File: src/rtl/operand_fetch_if.sv
// Operand-fetch bus: upstream issue, register file read/snoop, downstream entry.
// The slave modport is the operand_fetch side; master is the surrounding pipeline.
interface operand_fetch_if #(
    parameter int n = 32,
    parameter int r = 7
);
    logic         in_valid;
    logic         in_ready;
    logic [r-1:0] in_rs1;
    logic [r-1:0] in_rs2;
    logic [r-1:0] in_rd;
    logic         in_rd_we;
    logic [r-1:0] readReg1;
    logic [r-1:0] readReg2;
    logic [n-1:0] readData1;
    logic [n-1:0] readData2;
    logic         regWrite;
    logic [r-1:0] writeReg;
    logic [n-1:0] writeData;
    logic         flush;
    logic         out_valid;
    logic         out_ready;
    logic [n-1:0] out_rs1_data;
    logic [n-1:0] out_rs2_data;
    logic [r-1:0] out_rd;
    logic         out_rd_we;

    modport slave (
        input  in_valid, in_rs1, in_rs2, in_rd, in_rd_we,
        input  readData1, readData2, regWrite, writeReg, writeData,
        input  flush, out_ready,
        output in_ready, readReg1, readReg2,
        output out_valid, out_rs1_data, out_rs2_data, out_rd, out_rd_we
    );

    modport master (
        output in_valid, in_rs1, in_rs2, in_rd, in_rd_we,
        output readData1, readData2, regWrite, writeReg, writeData,
        output flush, out_ready,
        input  in_ready, readReg1, readReg2,
        input  out_valid, out_rs1_data, out_rs2_data, out_rd, out_rd_we
    );
endinterface

File: src/rtl/operand_fetch.sv
// Operand fetch stage: one-entry operand register behind the register file with a
// per-register busy scoreboard. Define OPFETCH_BYPASS_EN to forward same-cycle writebacks.
module operand_fetch #(
    parameter int n = 32,
    parameter int r = 7
) (
    input  logic            clk,
    input  logic            reset,
    operand_fetch_if.slave  bus
);
    localparam int NREG = 2**r;

    typedef struct packed {
        logic [n-1:0] d1;
        logic [n-1:0] d2;
        logic [r-1:0] rd;
        logic         we;
    } entry_t;

    logic [NREG-1:0] busy, busy_nxt;
    entry_t          ent;
    logic            vld;
    logic            wbhit1, wbhit2;
    logic            raw1, raw2, waw, hazard, capture;
    logic [n-1:0]    op1, op2;

    assign bus.readReg1 = bus.in_rs1;
    assign bus.readReg2 = bus.in_rs2;

    assign wbhit1 = bus.regWrite && (bus.writeReg == bus.in_rs1);
    assign wbhit2 = bus.regWrite && (bus.writeReg == bus.in_rs2);

`ifdef OPFETCH_BYPASS_EN
    // A writeback retiring this cycle satisfies the read directly from the snoop port.
    assign raw1 = busy[bus.in_rs1] && !wbhit1;
    assign raw2 = busy[bus.in_rs2] && !wbhit2;
    assign op1  = wbhit1 ? bus.writeData : bus.readData1;
    assign op2  = wbhit2 ? bus.writeData : bus.readData2;
`else
    logic unused_snoop;
    assign unused_snoop = ^{bus.writeData, wbhit1, wbhit2};
    assign raw1 = busy[bus.in_rs1];
    assign raw2 = busy[bus.in_rs2];
    assign op1  = bus.readData1;
    assign op2  = bus.readData2;
`endif

    assign waw          = bus.in_rd_we && busy[bus.in_rd];
    assign hazard       = raw1 || raw2 || waw;
    assign bus.in_ready = !reset && !bus.flush && !hazard && (!vld || bus.out_ready);
    assign capture      = bus.in_valid && bus.in_ready;

    // Clear before set so a same-cycle set on the retiring register wins.
    always_comb begin
        busy_nxt = busy;
        if (bus.regWrite)
            busy_nxt[bus.writeReg] = 1'b0;
        if (capture && bus.in_rd_we)
            busy_nxt[bus.in_rd] = 1'b1;
    end

    always_ff @(posedge clk) begin
        if (reset) begin
            vld  <= 1'b0;
            ent  <= '0;
            busy <= '0;
        end else if (bus.flush) begin
            vld  <= 1'b0;
            busy <= '0;
        end else begin
            busy <= busy_nxt;
            if (capture) begin
                vld <= 1'b1;
                ent <= '{d1: op1, d2: op2, rd: bus.in_rd, we: bus.in_rd_we};
            end else if (bus.out_ready) begin
                vld <= 1'b0;
            end
        end
    end

    assign bus.out_valid    = vld;
    assign bus.out_rs1_data = ent.d1;
    assign bus.out_rs2_data = ent.d2;
    assign bus.out_rd       = ent.rd;
    assign bus.out_rd_we    = ent.we;
endmodule

File: src/flat_wrapper.sv
// flat-port wrapper written by rule: the top's interface ports become plain ports
module operand_fetch_flat 
#(
    parameter int n = 32,
    parameter int r = 7
)
  (clk, reset, bus_in_valid, bus_in_rs1, bus_in_rs2, bus_in_rd, bus_in_rd_we, bus_readData1, bus_readData2, bus_regWrite, bus_writeReg, bus_writeData, bus_flush, bus_out_ready, bus_in_ready, bus_readReg1, bus_readReg2, bus_out_valid, bus_out_rs1_data, bus_out_rs2_data, bus_out_rd, bus_out_rd_we);
  operand_fetch_if #(.n(n), .r(r)) bus_i ();
  input  logic clk;
  input  logic reset;
  input wire logic [$bits(bus_i.in_valid)-1:0] bus_in_valid;
  input wire logic [$bits(bus_i.in_rs1)-1:0] bus_in_rs1;
  input wire logic [$bits(bus_i.in_rs2)-1:0] bus_in_rs2;
  input wire logic [$bits(bus_i.in_rd)-1:0] bus_in_rd;
  input wire logic [$bits(bus_i.in_rd_we)-1:0] bus_in_rd_we;
  input wire logic [$bits(bus_i.readData1)-1:0] bus_readData1;
  input wire logic [$bits(bus_i.readData2)-1:0] bus_readData2;
  input wire logic [$bits(bus_i.regWrite)-1:0] bus_regWrite;
  input wire logic [$bits(bus_i.writeReg)-1:0] bus_writeReg;
  input wire logic [$bits(bus_i.writeData)-1:0] bus_writeData;
  input wire logic [$bits(bus_i.flush)-1:0] bus_flush;
  input wire logic [$bits(bus_i.out_ready)-1:0] bus_out_ready;
  output wire logic [$bits(bus_i.in_ready)-1:0] bus_in_ready;
  output wire logic [$bits(bus_i.readReg1)-1:0] bus_readReg1;
  output wire logic [$bits(bus_i.readReg2)-1:0] bus_readReg2;
  output wire logic [$bits(bus_i.out_valid)-1:0] bus_out_valid;
  output wire logic [$bits(bus_i.out_rs1_data)-1:0] bus_out_rs1_data;
  output wire logic [$bits(bus_i.out_rs2_data)-1:0] bus_out_rs2_data;
  output wire logic [$bits(bus_i.out_rd)-1:0] bus_out_rd;
  output wire logic [$bits(bus_i.out_rd_we)-1:0] bus_out_rd_we;
  assign bus_i.in_valid = bus_in_valid;
  assign bus_i.in_rs1 = bus_in_rs1;
  assign bus_i.in_rs2 = bus_in_rs2;
  assign bus_i.in_rd = bus_in_rd;
  assign bus_i.in_rd_we = bus_in_rd_we;
  assign bus_i.readData1 = bus_readData1;
  assign bus_i.readData2 = bus_readData2;
  assign bus_i.regWrite = bus_regWrite;
  assign bus_i.writeReg = bus_writeReg;
  assign bus_i.writeData = bus_writeData;
  assign bus_i.flush = bus_flush;
  assign bus_i.out_ready = bus_out_ready;
  assign bus_in_ready = bus_i.in_ready;
  assign bus_readReg1 = bus_i.readReg1;
  assign bus_readReg2 = bus_i.readReg2;
  assign bus_out_valid = bus_i.out_valid;
  assign bus_out_rs1_data = bus_i.out_rs1_data;
  assign bus_out_rs2_data = bus_i.out_rs2_data;
  assign bus_out_rd = bus_i.out_rd;
  assign bus_out_rd_we = bus_i.out_rd_we;
  operand_fetch #(.n(n), .r(r)) u_core (.clk(clk), .reset(reset), .bus(bus_i));
endmodule
File: config.mk
export PLATFORM = sky130hd
export DESIGN_NAME = operand_fetch_flat
export DESIGN_NICKNAME = d
export VERILOG_FILES = /design/src/rtl/operand_fetch_if.sv /design/src/rtl/operand_fetch.sv /design/src/flat_wrapper.sv
export SDC_FILE = /design/constraint.sdc
export NUM_CORES = 1
export LEC_CHECK = 0
export BUFFER_PORTS_ARGS = -buffer_cell sky130_fd_sc_hd__buf_2
export CORE_MARGIN = 3
export CORE_UTILIZATION = 47
export DETAILED_ROUTE_END_ITERATION = 10
export PLACE_DENSITY = 0.74
export SLEW_MARGIN = 20
export SYNTH_ARGS = -nofsm -noshare
export SYNTH_HDL_FRONTEND = slang
export SYNTH_SLANG_ARGS = --single-unit
File: constraint.sdc
create_clock -name clk -period 4.3 [get_ports clk]
set_clock_uncertainty 0.2 [all_clocks]
set_input_delay 0.645 -clock clk [delete_from_list [all_inputs] [get_ports clk]]
set_output_delay 0.645 -clock clk [all_outputs]
set_load 0.01 [all_outputs]
==> flow_metrics.py <==
metrics = {
    "layout": {
        "nFillCells": 2104,
        "final_cell_mix": "dfxtp_1 (201), buf_2 (186), o31ai_1 (128)",
        "drive_gt1_share_pct": 32.0,
        "final_area_sq_mm": 0.0137,
        "diodes": 0,
        "final_nets": 1398,
        "syn2layout_area_growth_pct": 16.2,
        "final_common_cell": "dfxtp_1",
        "final_core_util_pct": 55.9,
        "layout.cells.non_filler": 1607,
    },
    "synthesis": {
        "synthFlopType": "dfxtp_1",
        "ys_seq_elements": 201,
        "yosys_warnings": 0,
        "syn_area_per_cell_sq_um": 10.4,
        "synth-edff-count": 0,
        "postSynthCellCount": 1131,
        "synth_area_sq_mm": 0.0118,
        "async_flop_share_pct": 0,
        "yosysUniqueCellTypes": 58,
        "yosysSeqAreaShare_pct": 34.2,
        "synth_nets": 1262,
    },
    "sta": {
        "worst_pin_slew_ps": 1270,
        "finalHoldViolCount": 0,
        "clock.fmax_mhz": 231,
        "maxSlewHeadroom_pct": 14.8,
        "rsz0062_at_grt": "false",
        "drv_slew": 0,
        "fin_crit_ps": 4320,
        "setup_viol": 1,
        "period_share_pct": 100,
        "timing.final.ws_setup_ps": -20.3,
    },
    "place": {
        "dp_cells": 1566,
        "placed_area_sq_mm": 0.0129,
        "port_buffers": 186,
        "hpwl_mm": 27.7,
        "place_congestion": 1.05,
        "pre_cts_slack_ps": 237,
    },
    "setup_path": {
        "cp_slowest_stage_delay_ps": 580,
        "cp-startpoint": "bus_in_rd[1]",
        "r2r-start": "u_core.busy[6]",
        "cp-start-kind": "primary input",
        "worstPathCellList": "buf_2 > and2_1 > a22oi_1 > and3_1 > nor4_1 > nand4_1 > o31a_1 > nor4_1 > buf_4 > buf_2",
        "crit_fanout": 12,
        "crit_arrival_ps": 3480,
        "required_ps": 3450,
        "end_kind": "output pin",
        "worst_path_max_delay_cell": "and2_1",
        "r2r_cells": 9,
        "crit_type": "in2out",
    },
    "clock_tree": {
        "cts-root-buf": "clkbuf_16",
        "cts_buffer_depth": 3,
        "hold_buffers": 0,
        "htree_levels": 1,
        "path_clk_slew_ps": 60,
        "cts_tree": "done",
        "clkLatencyLatePin_ps": 540,
        "numCtsBuffers": 23,
        "cts.sinks": 201,
        "cts_resized": 0,
        "cts_setup_buffers": 0,
    },
    "power_and_ir_drop": {
        "power_density_mw_per_mm2": 333,
        "finalPower_mw": 4.56,
        "vdd_drop_max_mv": 0.233,
        "p_leak_nw": 5.37,
    },
    "drt": {
        "wl_per_cell_um": 25.9,
        "dr_total_vias": 11000,
        "finalWirelength_mm": 41.6,
        "dr.first_iter.drc_count": 1702,
        "via_per_inst": 6.85,
        "ant_nets": 0,
        "dr.pass1.iters": 8,
        "drc": 0,
    },
    "global_route": {
        "grt_usage_pct": 30.1,
        "grt_first_pass_wirelength_mm": 62.8,
        "grt_max_degree": 87,
        "antenna_found_initial": 2,
        "gr-total-overflow": 0,
        "grt_pass1_vias": 10500,
    },
    "die": {
        "die_x_um": 164,
        "design.portCount": 219,
        "initial_core_util_pct": 48.1,
        "core_area_sq_mm": 0.0245,
        "rows": 57,
        "fp.dieH_um": 164,
        "dieArea_sq_mm": 0.0270,
    },
    "run_status": {
        "violations": "setup timing",
        "status": "finished with violations",
    },
    "hold_path": {
        "hp-start": "bus_readData1[3]",
        "worstHoldPathType": "in2reg",
        "min_path_cells": 2,
    },
    "run": {
        "cap_violations": 0,
    },
}
[path summary, 6_finish.rpt]
path / end / slack (ps)
worst max-delay path: bus_in_ready / -20
worst min-delay path: u_core.bus.out_rs1_data[3] / 140
worst max register to register: u_core.busy[97] / 1060
worst min register to register: u_core.bus.out_rd[0] / 280
[final cells by class]
| class | instances | area, sq um | area share, % |
|---|---|---|---|
| clock buffers | 32 | 649 | 4.75 |
| flip-flops and latches | 201 | 4020 | 29.4 |
| well taps | 324 | 405 | 2.96 |
| multi-input cells | 799 | 7060 | 51.6 |
| clock inverters | 9 | 139 | 1.02 |
| repair buffers | 232 | 1360 | 9.97 |
| inverters | 10 | 37.5 | 0.274 |
[worst max-delay path: cells and delay by family]
kind	cells	cell delay (ps)
AO/OA/AOI/OAI	2	540
buffers and inverters	3	600
AND/OR/NAND/NOR	5	1670
[where the power goes]
part | total (mW) | switching [mW] | internal (mW)
clock network | 2.08 | 0.840 | 1.24
registers | 1.91 | 0.0164 | 1.90
logic | 0.565 | 0.349 | 0.216
total | 4.56 | 1.20 | 3.35
[flip-flops by register name, summed over array words and instances, names as in the netlist]
signal                   cells
u_core.busy                128
u_core.bus.out_rs1_data     32
u_core.bus.out_rs2_data     32
u_core.bus.out_rd            7
u_core.bus.out_rd_we         1
u_core.bus.out_valid         1
[Yosys cell counts (all sizes together), types with 2 or more instances]
library cell	instances	area share (%)
a2111oi	2	0.15
nand3b	3	0.19
a311oi	4	0.30
and2	5	0.27
a32o	2	0.17
o211ai	127	8.1
mux4	63	12
buf	65	3.8
o31a	2	0.15
a21oi	8	0.34
and3b	4	0.30
nor2b	88	4.7
nand4	5	0.27
dfxtp	201	34
nor2	25	0.80
nand2	53	1.7
mux2i	56	4.8
a21boi	2	0.13
mux2	75	9.0
a22o	2	0.15
o311ai	4	0.30
o22ai	4	0.21
a221oi	15	1.2
a22oi	20	1.3
nor4	2	0.11
a32oi	2	0.15
nand3	45	1.9
o31ai	128	8.2
inv	9	0.29
a31oi	4	0.21
clkbuf	56	1.8
nor3	4	0.17
o21ai	11	0.47
and3	5	0.27
nand2b	13	0.69
[cells by family (layout without fill, tap and decap cells)]
kind of cell           after synthesis  in the layout  synth area share [%]
AND/OR/NAND/NOR                    257            257                  11.9
buffers and inverters              131            283                  5.92
flip-flops                         201            201                  34.2
multiplexers                       194            194                  25.8
AO/OA/AOI/OAI                      348            348                  22.3
[per-layer routing]
layer  global-route usage [%]  wire length, um  up-vias
li1                         -                -     4702
met1                     39.9            15600     5182
met2                     43.4            17400      925
met3                     10.2             6190      200
met4                     15.3             2390        2
met5                        0               13        -
[metrics by stage]
step	setup TNS [ps]	hold slack, ps
2_1_floorplan	0	294
3_3_place_gp	0	259
3_5_place_dp	0	268
4_1_cts	0	124
5_1_grt	0	125
6_report	-20.3	142
Note: power is estimated with default switching activity, not from simulation.
